--- src/rtl/tlul_gpio.sv ---
// TL-UL GPIO peripheral: pad synchronizer, output/direction registers and optional
// edge-triggered interrupts (built in when TLUL_GPIO_INTR_EN is defined).

package tlul_pkg;

    typedef struct packed {
        logic        a_valid;
        logic [2:0]  a_opcode;
        logic [2:0]  a_param;
        logic [1:0]  a_size;
        logic [7:0]  a_source;
        logic [31:0] a_address;
        logic [3:0]  a_mask;
        logic [31:0] a_data;
        logic        d_ready;
    } tl_h2d_t;

    typedef struct packed {
        logic        d_valid;
        logic [2:0]  d_opcode;
        logic [2:0]  d_param;
        logic [1:0]  d_size;
        logic [7:0]  d_source;
        logic        d_sink;
        logic [31:0] d_data;
        logic        d_error;
        logic        a_ready;
    } tl_d2h_t;

    localparam logic [2:0] PutFullData    = 3'd0;
    localparam logic [2:0] PutPartialData = 3'd1;
    localparam logic [2:0] Get            = 3'd4;
    localparam logic [2:0] AccessAck      = 3'd0;
    localparam logic [2:0] AccessAckData  = 3'd1;

endpackage

module tlul_gpio #(
    parameter int NumGpio = 32
) (
    input  logic               clk_i,
    input  logic               rst_ni,
    input  tlul_pkg::tl_h2d_t  tl_i,
    output tlul_pkg::tl_d2h_t  tl_o,
    input  logic [31:0]        gpio_i,
    output logic [31:0]        gpio_o,
    output logic [31:0]        gpio_oe_o,
    output logic               intr_gpio_o
);
    import tlul_pkg::*;

    localparam logic [31:0] ImplMask = 32'hFFFF_FFFF >> (32 - NumGpio);

    typedef enum logic [4:0] {
        RegDataIn     = 5'h00,
        RegDataOut    = 5'h04,
        RegDir        = 5'h08,
        RegIntrState  = 5'h0C,
        RegIntrEnable = 5'h10,
        RegRiseEn     = 5'h14,
        RegFallEn     = 5'h18
    } regOffset_e;

    logic [31:0] r_sync1;
    logic [31:0] r_sync2;
    logic [31:0] r_dataOut;
    logic [31:0] r_dir;

    logic        r_rspValid;
    logic [2:0]  r_rspOpcode;
    logic [1:0]  r_rspSize;
    logic [7:0]  r_rspSource;
    logic [31:0] r_rspData;
    logic        r_rspError;

    logic        w_aReady;
    logic        w_accept;
    logic        w_isGet;
    logic        w_isPut;
    logic        w_hit;
    logic        w_writable;
    logic        w_error;
    logic        w_wrEn;
    logic [4:0]  w_offset;
    logic [31:0] w_byteMask;
    logic [31:0] w_wrBits;
    logic [31:0] w_readData;
    logic        w_unused;

`ifdef TLUL_GPIO_INTR_EN
    logic [31:0] r_sync3;
    logic [31:0] r_intrState;
    logic [31:0] r_intrEnable;
    logic [31:0] r_riseEn;
    logic [31:0] r_fallEn;
    logic [31:0] w_intrSet;
    logic [31:0] w_intrClr;
`endif

    assign w_aReady   = !r_rspValid || tl_i.d_ready;
    assign w_accept   = tl_i.a_valid && w_aReady;
    assign w_isGet    = (tl_i.a_opcode == Get);
    assign w_isPut    = (tl_i.a_opcode == PutFullData) || (tl_i.a_opcode == PutPartialData);
    assign w_offset   = tl_i.a_address[4:0];
    assign w_byteMask = {{8{tl_i.a_mask[3]}}, {8{tl_i.a_mask[2]}},
                         {8{tl_i.a_mask[1]}}, {8{tl_i.a_mask[0]}}};
    assign w_wrBits   = w_byteMask & ImplMask;
    assign w_unused   = ^tl_i.a_param;

    // Address decode: anything outside the 32-byte window or misaligned is unmapped
    always_comb begin
        w_hit      = 1'b0;
        w_writable = 1'b0;
        w_readData = '0;
        if ((tl_i.a_address[31:5] == '0) && (tl_i.a_address[1:0] == 2'b00)) begin
            case (w_offset)
                RegDataIn:     begin w_hit = 1'b1; w_readData = r_sync2; end
                RegDataOut:    begin w_hit = 1'b1; w_writable = 1'b1; w_readData = r_dataOut; end
                RegDir:        begin w_hit = 1'b1; w_writable = 1'b1; w_readData = r_dir; end
`ifdef TLUL_GPIO_INTR_EN
                RegIntrState:  begin w_hit = 1'b1; w_writable = 1'b1; w_readData = r_intrState; end
                RegIntrEnable: begin w_hit = 1'b1; w_writable = 1'b1; w_readData = r_intrEnable; end
                RegRiseEn:     begin w_hit = 1'b1; w_writable = 1'b1; w_readData = r_riseEn; end
                RegFallEn:     begin w_hit = 1'b1; w_writable = 1'b1; w_readData = r_fallEn; end
`endif
                default: ;
            endcase
        end
    end

    assign w_error = !(w_hit && (w_isGet || (w_isPut && w_writable)));
    assign w_wrEn  = w_accept && w_isPut && !w_error;

    always_ff @(posedge clk_i or negedge rst_ni) begin
        if (!rst_ni) begin
            r_sync1 <= '0;
            r_sync2 <= '0;
        end else begin
            r_sync1 <= gpio_i & ImplMask;
            r_sync2 <= r_sync1;
        end
    end

    always_ff @(posedge clk_i or negedge rst_ni) begin
        if (!rst_ni) begin
            r_dataOut <= '0;
            r_dir     <= '0;
        end else if (w_wrEn) begin
            if (w_offset == RegDataOut) r_dataOut <= (r_dataOut & ~w_wrBits) | (tl_i.a_data & w_wrBits);
            if (w_offset == RegDir)     r_dir     <= (r_dir & ~w_wrBits) | (tl_i.a_data & w_wrBits);
        end
    end

    // Response slot stays loaded until the host takes it with d_ready
    always_ff @(posedge clk_i or negedge rst_ni) begin
        if (!rst_ni) begin
            r_rspValid  <= 1'b0;
            r_rspOpcode <= '0;
            r_rspSize   <= '0;
            r_rspSource <= '0;
            r_rspData   <= '0;
            r_rspError  <= 1'b0;
        end else if (w_accept) begin
            r_rspValid  <= 1'b1;
            r_rspOpcode <= w_isGet ? AccessAckData : AccessAck;
            r_rspSize   <= tl_i.a_size;
            r_rspSource <= tl_i.a_source;
            r_rspData   <= (w_isGet && !w_error) ? w_readData : '0;
            r_rspError  <= w_error;
        end else if (tl_i.d_ready) begin
            r_rspValid  <= 1'b0;
        end
    end

`ifdef TLUL_GPIO_INTR_EN
    assign w_intrSet = (( r_sync2 & ~r_sync3 & r_riseEn) |
                        (~r_sync2 &  r_sync3 & r_fallEn)) & ImplMask;
    assign w_intrClr = (w_wrEn && (w_offset == RegIntrState)) ? (tl_i.a_data & w_wrBits) : '0;

    // Hardware set takes priority over a same-cycle software clear
    always_ff @(posedge clk_i or negedge rst_ni) begin
        if (!rst_ni) begin
            r_sync3      <= '0;
            r_intrState  <= '0;
            r_intrEnable <= '0;
            r_riseEn     <= '0;
            r_fallEn     <= '0;
        end else begin
            r_sync3     <= r_sync2;
            r_intrState <= (r_intrState & ~w_intrClr) | w_intrSet;
            if (w_wrEn && (w_offset == RegIntrEnable))
                r_intrEnable <= (r_intrEnable & ~w_wrBits) | (tl_i.a_data & w_wrBits);
            if (w_wrEn && (w_offset == RegRiseEn))
                r_riseEn <= (r_riseEn & ~w_wrBits) | (tl_i.a_data & w_wrBits);
            if (w_wrEn && (w_offset == RegFallEn))
                r_fallEn <= (r_fallEn & ~w_wrBits) | (tl_i.a_data & w_wrBits);
        end
    end

    assign intr_gpio_o = |(r_intrState & r_intrEnable);
`else
    assign intr_gpio_o = 1'b0;
`endif

    assign gpio_o    = r_dataOut;
    assign gpio_oe_o = r_dir;

    always_comb begin
        tl_o          = '0;
        tl_o.d_valid  = r_rspValid;
        tl_o.d_opcode = r_rspOpcode;
        tl_o.d_size   = r_rspSize;
        tl_o.d_source = r_rspSource;
        tl_o.d_data   = r_rspData;
        tl_o.d_error  = r_rspError;
        tl_o.a_ready  = w_aReady;
    end

endmodule

--- config.mk ---
export PLATFORM = sky130hd
export DESIGN_NAME = tlul_gpio
export DESIGN_NICKNAME = d
export VERILOG_FILES = /design/src/rtl/tlul_gpio.sv
export SDC_FILE = /design/constraint.sdc
export NUM_CORES = 1
export LEC_CHECK = 0
export CAP_MARGIN = 25
export CORE_MARGIN = 2
export CORE_UTILIZATION = 36
export CTS_BUF_LIST = sky130_fd_sc_hd__clkbuf_4 sky130_fd_sc_hd__clkbuf_8 sky130_fd_sc_hd__clkbuf_16
export DETAILED_ROUTE_END_ITERATION = 10
export PLACE_DENSITY = 0.72
export SYNTH_ARGS = -nofsm -noshare
export SYNTH_HDL_FRONTEND = slang
export SYNTH_SLANG_ARGS = --single-unit
--- constraint.sdc ---
create_clock -name clk_i -period 2.4 [get_ports clk_i]
set_input_delay 0.36 -clock clk_i [delete_from_list [all_inputs] [get_ports clk_i]]
set_output_delay 0.36 -clock clk_i [all_outputs]
set_load 0.01 [all_outputs]
; ---- After elaboration in Yosys (flattened, before gate mapping)
; Cells that the tools add are included.
[totals]
regBits = 175
input_bits = 120
output_inout_bits = 117
[op_classes]
eq_ne = 4
muxes = 10
n_bitwise = 6
reduce_logical = 21
[ops]
columns = operator, count
row1 = $and 32x32->32, 3
row2 = $pmux 32 s3, 1
row3 = $mux 32, 2
row4 = $or 32x32->32, 2
row5 = $not 32->32, 1
row6 = $logic_not 27->1, 1
row7 = $logic_and 1x1->1, 7
row8 = $mux 1, 7
row9 = $eq 5x3->1 const B, 1
row10 = $eq 5x4->1 const B, 1
row11 = $logic_not 5->1, 1
row12 = $reduce_and 2->1, 2
row13 = $eq 3x1->1 const B, 1
row14 = $eq 3x3->1 const B, 1
row15 = $logic_not 3->1, 1
row16 = $logic_or 1x1->1, 3
row17 = $reduce_or 3->1, 1
row18 = $logic_not 1->1, 2
row19 = $logic_not 2->1, 1
row20 = $reduce_bool 2->1, 1
row21 = $reduce_or 2->1, 1

; ---- Logic depth before layout (Yosys ltp)
[logic_depth]
word_depth = 9
mapped_depth = 7

; ---- Worst setup path after synthesis
; No wires, ideal clock.
[synth_timing]
kind = input port to flip-flop
startpoint = input tl_i[38] (netlist name)
endpoint = register with a tool-made name
setup_time_ns = 0.125
arrival_ns = 1.956
required_time_ns = 2.275
path_slack_ns = 0.320
path_stages = 5
path_buffers = 0
cell_sequence = or3_4 a21o_1 nor4_4 nand4_2 mux2_2
[synth_rtl]
columns = item, line_no
row1 = "start, declared", 43  ; input tlul_pkg::tl_h2d_t tl_i,

==> run_results.csv <==
group,metric,value,unit
run_status,status,"finished clean",
layout,fill_cells,1380,
die,initial_core_util,36.7,%
worst_setup_path,cp-end-kind,"flip-flop",
routing,firstDrtPassIters,4,
layout,syn2layout_area_growth,54.0,%
logic_synthesis,synth_area_leaders,"dfrtp_1 (68%), mux2_2 (13%), a22o_1 (4.4%), a21oi_1 (2.8%), o21ai_0 (2.4%)",
worst_hold_path,hold_path.class,"reg2reg",
logic_synthesis,netlist.top_cell.by_area,"dfrtp_1",
power_and_ir_drop,peakVddDrop,0.000472,V
cts,clkSinkCount,173,
logic_synthesis,synth_cell_type_count,28,
worst_setup_path,rrSetupSlack,520,ps
power_and_ir_drop,p_leak,4.35,nW
worst_setup_path,crit_path_start_kind,"primary input",
die,die_y,137,um
routing,drt_iter0_markers,196,
routing,wl_per_cell,18.5,um
cts,cts_tree,"yes",
worst_setup_path,crit_required,2700,ps
worst_setup_path,crit_path_top_delay_cell,"clkdlybuf4s50_1",
worst_setup_path,critPathArrivalTime,2570,ps
layout,layout-drive-gt1-share,21.6,%
logic_synthesis,synth.cell_area,6350,um^2
worst_setup_path,critical-path-max-stage-delay,440,ps
sta,worst_slack,123,ps
routing,wirelength,17400,um
worst_setup_path,ff2ff_path_depth,6,
worst_setup_path,crit_path_max_fanout,8,
placement,portBuffers,226,
worst_hold_path,min_path_cells,0,
sta,rsz0062_at_grt,"false",
cts,clkLatencyLatePin,420,ps
global_routing,grt_pass1_wl,26300,um
sta,slew_headroom,58.2,%
sta,finalSetupViolCount,0,
layout,multiInputGateArea,1910,um^2
sta,final_hold_viol_count,0,
die,fp.dieArea,18700,um^2
logic_synthesis,synth_sequential_area_ratio,68.2,%
die,core,17300,um^2
sta,period_share,94.9,%
worst_setup_path,r2r_start,"r_rspValid",
sta,fmax,439,MHz
cts,numCtsBuffers,17,
sta,slew_violations,0,
routing,vias_per_cell,4.90,
die,die_w,137,um
placement,place_congestion,0.792,
routing,drcViolationCount,0,
die,rows,48,
sta,period_needed,2280,ps
worst_setup_path,critPathKind,"in2reg",
power_and_ir_drop,total_power,6.27,mW
placement,dp_hpwl,12300,um
placement,pre_cts_ws,-331,ps
power_and_ir_drop,pwr_density_cell,641,nW/um^2
layout,antennaDiodeCount,0,
sta,clock_skew,7.19,ps
sta,tightest_slew,627,ps
placement,postPlaceCellArea,9160,um^2
run,maxCapViolations,0,
routing,num_vias,4594,
global_routing,grt_pass1_vias,4842,
worst_hold_path,hold_path_end,"r_sync2[29]",
sta,hold_slack,348,ps
layout,layout.nets,821,
die,pin_count,237,
global_routing,overflow,0,
logic_synthesis,yosys_warnings,0,
cts,clk_path_buf_depth,2,
logic_synthesis,avgSynthCellArea,14.2,um^2
cts,cts-htree-levels,4,
sta,fin_tns_setup,0,ps
global_routing,global_route.usage.total,19.0,%
global_routing,grt_max_degree,69,
logic_synthesis,ys_seq_elements,173,
layout,seq_area,4330,um^2
logic_synthesis,synthCells,446,
routing,antenna_left,0,
logic_synthesis,yosysTopAreaCellShare,68.2,%
layout,fin_area,9780,um^2
global_routing,antenna_found_initial,0,
cts,clk_pin_slew,60,ps
cts,cts-root-buf,"clkbuf_16",
worst_setup_path,path_cells,"clkdlybuf4s50_1 > or3_4 > a21o_1 > nor4_4 > buf_4 > nand3_2 > mux2_2",
worst_hold_path,min_from,"r_sync1[29]",
## layer usage
layer  wire (um)  GRT usage, %
met4         435          7.62
met3        1090          5.15
met5           0             0
met1        6930          22.3
met2        8930          32.9
## kinds of logic after synthesis
| kind of cell | count (synthesis) | synth area share, % |
|---|---|---|
| flops | 173 | 68.2 |
| compound gates | 100 | 9.81 |
| mux | 74 | 13.1 |
| simple gates | 69 | 6.50 |
| buf+inv | 29 | 2.32 |
| other cells | 1 | 0.0591 |
## report_power, final
group          internal (mW)  total (mW)  switching (mW)  leakage (nW)
combinational          0.271       0.453           0.182          1.82
clock                   1.70        2.79            1.10         0.290
sequential              3.00        3.03          0.0276          2.24
## placed cells by master, fill, tap and decap left out, drive strengths merged, types with 5 or more instances in the layout
cell	count
o21ai	32
nand3	5
nand4	8
buf	33
nor4	9
clkbuf	21
conb	7
dfrtp	173
nand2	35
clkdlybuf4s50	225
a21oi	35
mux2	74
a22o	32
## what timing repair did
| action | in CTS | in global routing |
|---|---|---|
| gates resized for setup | 0 | 1 |
| endpoints found under the setup margin | 0 | 1 |
| setup buffers | 0 | 0 |
| endpoints found under the hold margin | 64 | 0 |
| hold buffers | 1 | 0 |
## Yosys cell counts
cell / n
a22o_1: 32
buf_4: 10
a21o_1: 1
a21oi_1: 35
dfrtp_1: 173
nand2b_1: 2
nand3_1: 1
nand4_2: 4
buf_2: 1
nor3b_1: 1
o21ai_0: 30
and2_1: 1
or4_1: 1
nor2_1: 2
o21ai_1: 2
nand4_1: 4
nand3_2: 4
or3_4: 1
nand2_1: 35
clkbuf_1: 15
nor4_1: 7
nor2_2: 1
or3_1: 1
buf_1: 3
nor3_1: 2
nor4_4: 2
conb_1: 1
mux2_2: 74
## area by class of cell
class,instances,share of cell area [%]
clock inverter,10,1.43
tap,225,2.88
multi-input combinational,250,19.6
sequential,173,44.3
clock buffer,21,4.72
timing repair buffer,259,27.1
## worst max path at each step
stage / from / slack, ps / end / depth (start not counted)
final: tl_i[38] / 120 / flip-flop / 7
after global routing: tl_i[47] / 20 / flip-flop / 8
after CTS: tl_i[46] / 100 / flip-flop / 8
after detailed placement: tl_i[46] / -330 / flip-flop / 8
after global placement: tl_i[47] / -300 / flip-flop / 8
after floorplan: tl_i[38] / 320 / flip-flop / 5
## metrics by stage
step	util, %	std cells
floorplan	-	452
global placement	53.0	906
detailed placement	53.0	906
CTS	56.5	938
global route	56.5	938
finish	56.5	938
## worst max-delay path, delay by kind of cell
family	cells	cell delay [ps]
multiplexers	1	360
AO/OA/AOI/OAI	1	230
AND/OR/NAND/NOR	3	980
buffers and inverters	2	640
No activity file was read; power rests on OpenSTA's default activity.
